==> src/rtl/exp_smoothing_filter_mc.sv <==
// rtl/exp_smoothing_filter_mc.sv - multi-channel time-multiplexed exponential smoothing filter
module exp_smoothing_filter_mc #(
    parameter int  CH       = 15,
    parameter int  IN_SIZE  = 17,
    parameter int  VAL_SIZE = 16,
    parameter int  BETA_W   = 5,
    localparam int CH_W     = (CH > 1) ? $clog2(CH) : 1
) (
    input  logic                       clk,
    input  logic                       rst,
    input  logic                       in_valid,
    output logic                       in_ready,
    input  logic signed [IN_SIZE-1:0]  in,
    input  logic [CH_W-1:0]            in_ch,
    input  logic [BETA_W-1:0]          beta_shift,
    input  logic                       clr,
    output logic                       busy,
    output logic                       out_valid,
    output logic [CH_W-1:0]            out_ch,
    output logic signed [VAL_SIZE-1:0] out
);
    localparam int SUM = IN_SIZE + 1;
    localparam int W   = SUM + 1;
    localparam logic [CH_W:0]          CH_LIM  = (CH_W + 1)'(CH);
    localparam logic [CH_W-1:0]        LAST_CH = CH_W'(CH - 1);
    localparam logic signed [W-1:0]    VMAX    = {{(W - VAL_SIZE + 1){1'b0}}, {(VAL_SIZE - 1){1'b1}}};
    localparam logic signed [W-1:0]    VMIN    = ~VMAX;
    localparam logic signed [W-1:0]    ONE     = W'(1);

    logic signed [VAL_SIZE-1:0] state [CH];
    logic [CH-1:0]              seeded;

    logic                       s1_valid;
    logic signed [IN_SIZE-1:0]  s1_in;
    logic [CH_W-1:0]            s1_ch;
    logic [BETA_W-1:0]          s1_beta;

    logic [CH_W-1:0]            clr_idx;
    logic                       accept;

    logic signed [VAL_SIZE-1:0] curr;
    logic signed [VAL_SIZE-1:0] next_val;
    logic signed [W-1:0]        curr_w;
    logic signed [W-1:0]        in_w;
    logic signed [W-1:0]        diff;
    logic signed [W-1:0]        shifted;
    logic signed [W-1:0]        rounded;
    logic signed [W-1:0]        step;
    logic signed [W-1:0]        sum;

    function automatic logic signed [VAL_SIZE-1:0] sat(input logic signed [W-1:0] v);
        if (v > VMAX)
            return VMAX[VAL_SIZE-1:0];
        else if (v < VMIN)
            return VMIN[VAL_SIZE-1:0];
        else
            return v[VAL_SIZE-1:0];
    endfunction

    assign in_ready = !busy;
    assign accept   = in_valid && !busy && ({1'b0, in_ch} < CH_LIM);

    // State is written at the end of the S2 cycle, so a following same-channel
    // sample in S2 already reads the fresh value: sequential semantics hold.
    always_comb begin
        curr     = state[s1_ch];
        curr_w   = {{(W - VAL_SIZE){curr[VAL_SIZE-1]}}, curr};
        in_w     = {{(W - IN_SIZE){s1_in[IN_SIZE-1]}}, s1_in};
        diff     = in_w - curr_w;
        shifted  = '0;
        rounded  = '0;
        step     = diff;
        if (s1_beta == '0) begin
            step = diff;
        end else if (int'(s1_beta) > SUM - 1) begin
            step = '0;
        end else begin
            shifted = diff >>> (s1_beta - BETA_W'(1));
            rounded = shifted + ONE;
            step    = rounded >>> 1;
        end
        sum = curr_w + step;
        if (!seeded[s1_ch])
            sum = in_w;
        next_val = sat(sum);
    end

    always_ff @(posedge clk) begin
        if (rst) begin
            s1_valid  <= 1'b0;
            s1_in     <= '0;
            s1_ch     <= '0;
            s1_beta   <= '0;
            out_valid <= 1'b0;
            out_ch    <= '0;
            out       <= '0;
            busy      <= 1'b0;
            clr_idx   <= '0;
            seeded    <= '0;
            for (int i = 0; i < CH; i++)
                state[i] <= '0;
        end else begin
            s1_valid <= accept;
            if (accept) begin
                s1_in   <= in;
                s1_ch   <= in_ch;
                s1_beta <= beta_shift;
            end

            out_valid <= s1_valid;
            if (s1_valid) begin
                out            <= next_val;
                out_ch         <= s1_ch;
                state[s1_ch]   <= next_val;
                seeded[s1_ch]  <= 1'b1;
            end

            if (clr) begin
                busy    <= 1'b1;
                clr_idx <= '0;
            end else if (busy) begin
                clr_idx <= clr_idx + CH_W'(1);
                if (clr_idx == LAST_CH)
                    busy <= 1'b0;
            end

            // Sweep write comes last so it wins over a same-index pipeline write.
            if (busy) begin
                state[clr_idx]  <= '0;
                seeded[clr_idx] <= 1'b0;
            end
        end
    end
endmodule

==> config.mk <==
export PLATFORM = sky130hd
export DESIGN_NAME = exp_smoothing_filter_mc
export DESIGN_NICKNAME = d
export VERILOG_FILES = /design/src/rtl/exp_smoothing_filter_mc.sv
export SDC_FILE = /design/constraint.sdc
export NUM_CORES = 1
export LEC_CHECK = 0
export ABC_CLOCK_PERIOD_IN_PS = 7800
export BUFFER_PORTS_ARGS = -buffer_cell sky130_fd_sc_hd__buf_2
export CAP_MARGIN = 20
export CORE_MARGIN = 5
export CORE_UTILIZATION = 35
export DETAILED_ROUTE_END_ITERATION = 8
export MAX_ROUTING_LAYER = met4
export PLACE_DENSITY_LB_ADDON = 0.25
export SLEW_MARGIN = 30
export SYNTH_ARGS = -nofsm -noshare
export SYNTH_HDL_FRONTEND = slang
export SYNTH_SLANG_ARGS = --single-unit
==> constraint.sdc <==
create_clock -name clk -period 7.8 [get_ports clk]
set_input_delay 1.17 -clock clk [delete_from_list [all_inputs] [get_ports clk]]
set_output_delay 1.17 -clock clk [all_outputs]
set_load 0.1 [all_outputs]
==> impl_metrics.yaml <==
global_routing:
  grt.busiest_layer: "met2"
  grt_first_pass_wirelength_um: 101000
  met2_usage: 0.357
  grt_pass1_vias: 16400
  grtUsageTotal: 0.236
  grt-ovfl-total: 0
  grt_max_degree: 54
  antenna_found_initial: 0
  grtUsageMet3: 0.0425
  use_met1: 0.320
synthesis:
  synth_edf_count: 0
  ys_warn_count: 0
  ys_async_sr_fraction: 0
  synth-seq-area-share: 0.369
  dominantRegCellSynth: "dfxtp_1"
  avgSynthCellArea_um2: 8.99
  netlist_area_um2: 17800
  synth_nets: 2056
  ys_ff_latch: 328
  synth_cells: 1980
  yosysUniqueCellTypes: 103
placed_design:
  gp_congestion: 0.977
  hpwl_um: 45600
  place_area_um2: 20800
  io_buffers: 52
clocking:
  ctsRootBufferMaster: "clkbuf_16"
  clkTransAtPathRegs_ns: 0.06
  cts_sinks: 328
  cts_buffers: 38
  htreeDepth: 2
  clockBufferDepth: 3
  clkLatencyLatePin_ns: 0.56
  cts_tree: "done"
worst_hold_path:
  whs_path_depth: 2
  hold_start: "s1_in[0]"
  hold_path_class: "flop to flop"
  min_to: "s1_in[0]"
sta:
  hold_viol: 0
  slew_headroom: 0.242
  setup_viol: 255
  clock_skew_ns: 0.0153
  hold_slack_ns: 0.462
  tightest_slew_ns: 1.14
  period_minus_slack_ns: 8.25
  post-route-worst-setup-slack_ns: -0.453
  rsz0062_at_grt: "true"
  fmax_ghz: 0.121
  maxSlewViolCount: 0
  finalCritPeriodShare: 1.06
critical_path:
  worst_path_most_repeated_cell: "buf_12"
  endpoint_kind: "flop"
  r2r-end: "state[7][13]"
  slowest_stage: "or4b_4"
  start_kind: "flop"
  path_class: "flop to flop"
  worstPathArrival_ns: 8.72
  cpPeakStageDelay_ns: 0.58
  r2r_cells: 34
  r2r_slack_ns: -0.45
  crit_fanout: 17
  cp.required_ns: 8.27
routing:
  dr.pass1.iters: 6
  viasPerCell: 5.78
  postRouteAntennaNets: 0
  drt-total-wl_um: 67900
  remaining_drc_errors: 0
  first_iter_violations: 1544
  routedWlPerCell_um: 23.0
  via_count: 17100
outcome:
  violations: "negative setup slack"
  status: "finished with violations"
power:
  power_switching_uw: 1960
  p_int_uw: 3740
  powerDensity_nw_per_um2: 236
  power_leakage_uw: 0.00876
  ir_drop_mv: 0.136
  seqPwrFrac: 0.305
  combPwrFrac: 0.388
  p_sw_frac: 0.344
  pwr-share-clk: 0.307
finish:
  syn_to_final_growth_pct: 35.6
  mostFrequentLayoutCells: "nor2_1, dfxtp_1, buf_4, a211oi_2, a211oi_1"
  drive_gt1_frac: 0.380
  final_nets: 2329
  antenna_cells: 0
  fin_area_um2: 24100
  mostFrequentLayoutCell: "nor2_1"
floorplanning:
  die_area_um2: 55500
  start_util: 0.354
  die_w_um: 236
  num_rows: 82
  io_pins: 53
  dieHeight_um: 236
  core_area_um2: 50300
run:
  cap_violations: 0
-- layout make-up --
cell class	instances	area, µm²
Fill cell	4710	26100
Timing Repair Buffer	408	3550
Clock buffer	56	1100
Clock inverter	9	100
Sequential cell	328	6570
Tap cell	672	841
Inverter	41	154
Multi-Input combinational cell	1436	11800
-- worst max-delay path by stage --
stage / cells after the start / to / slack (ns) / from
global route: 37 / state[7][13] / -0.71 / flop
global placement: 32 / state[8][1] / -0.74 / flop
finish: 34 / state[7][13] / -0.45 / flop
CTS: 35 / state[4][9] / -0.33 / flop
detailed placement: 32 / state[8][1] / -0.74 / flop
floorplan: 33 / state[15][10] / 0.02 / flop
-- cells by family (layout without fill, tap and decap cells) --
kind of cell,Yosys count,after routing,synth area share
compound gates,554,554,0.230
mux,138,138,0.138
fa+ha+maj,46,46,0.0332
buf+inv,216,514,0.0484
simple gates,659,659,0.161
xor+xnor,39,39,0.0207
flops,328,328,0.369
-- metal layers --
| metal | wire length (µm) | share of wire |
|---|---|---|
| met1 | 30200 | 0.44 |
| met2 | 30500 | 0.45 |
| met3 | 4660 | 0.069 |
| met4 | 2560 | 0.038 |
| met5 | 0 | 0 |
-- power groups by stage --
stage               clock [µW]  sequential (µW)  combinational [µW]
floorplan                    0             1800                 958
global placement             0             1770                1850
detailed placement           0             1770                1850
CTS                       1770             1740                2060
global route              1840             1740                2320
finish                    1750             1740                2210
-- synthesized netlist by cell type, drive strengths merged, types with 10 or more instances --
master,number,area [µm²]
a211oi,267,2030
a21o,28,211
a21oi,67,350
a31oi,10,62.6
and2,10,65.1
buf,50,236
clkbuf,125,472
dfxtp,328,6570
ha,44,551
inv,41,154
mux2i,49,494
mux4,85,1910
nand2,113,424
nand2b,13,81.3
nand3,22,115
nand4,13,87.6
nor2,408,1560
nor3,32,170
o211ai,15,118
o21a,12,90.1
o21ai,50,258
o22ai,12,75.1
o31ai,11,101
xnor2,27,255
xor2,12,113
-- worst max-delay path: cells and delay by family (launching register included) --
kind | cells | cell delay, ns
XOR/XNOR | 2 | 0.40
adder cells (fa/ha/maj) | 2 | 0.53
flip-flops | 1 | 0.40
AO/OA/AOI/OAI | 11 | 2.49
AND/OR/NAND/NOR | 8 | 1.94
multiplexers | 4 | 1.41
buffers and inverters | 7 | 0.97
-- sequential cells by signal (all words and copies together) (netlist names), named ones only --
signal,cells
out_valid,1
clr_idx,4
state,256
s1_in,17
s1_valid,1
s1_ch,4
seeded,15
s1_beta,5
out_ch,4
out,16
busy,1
-- what timing repair did --
item / in CTS / in global routing
hold endpoints to repair: 0 / 0
pin swaps: 43 / 40
gates resized for setup: 184 / 122
endpoints found under the setup margin: 272 / 272
setup buffers: 47 / 20
cloned: 6 / 7
hold buffers: 0 / 0
-- through the flow --
stage	setup TNS, ns	utilization	total power, µW	instances	setup slack (ns)
global route	-155.72	0.480	5910	2950	-0.708
global placement	-146.91	0.413	3630	2809	-0.737
detailed placement	-149.53	0.413	3630	2809	-0.744
floorplan	0	-	2760	1980	0.0233
finish	-88.49	0.480	5700	2950	-0.453
CTS	-65.54	0.463	5570	2926	-0.329
No activity file was read; power rests on OpenSTA's default activity.
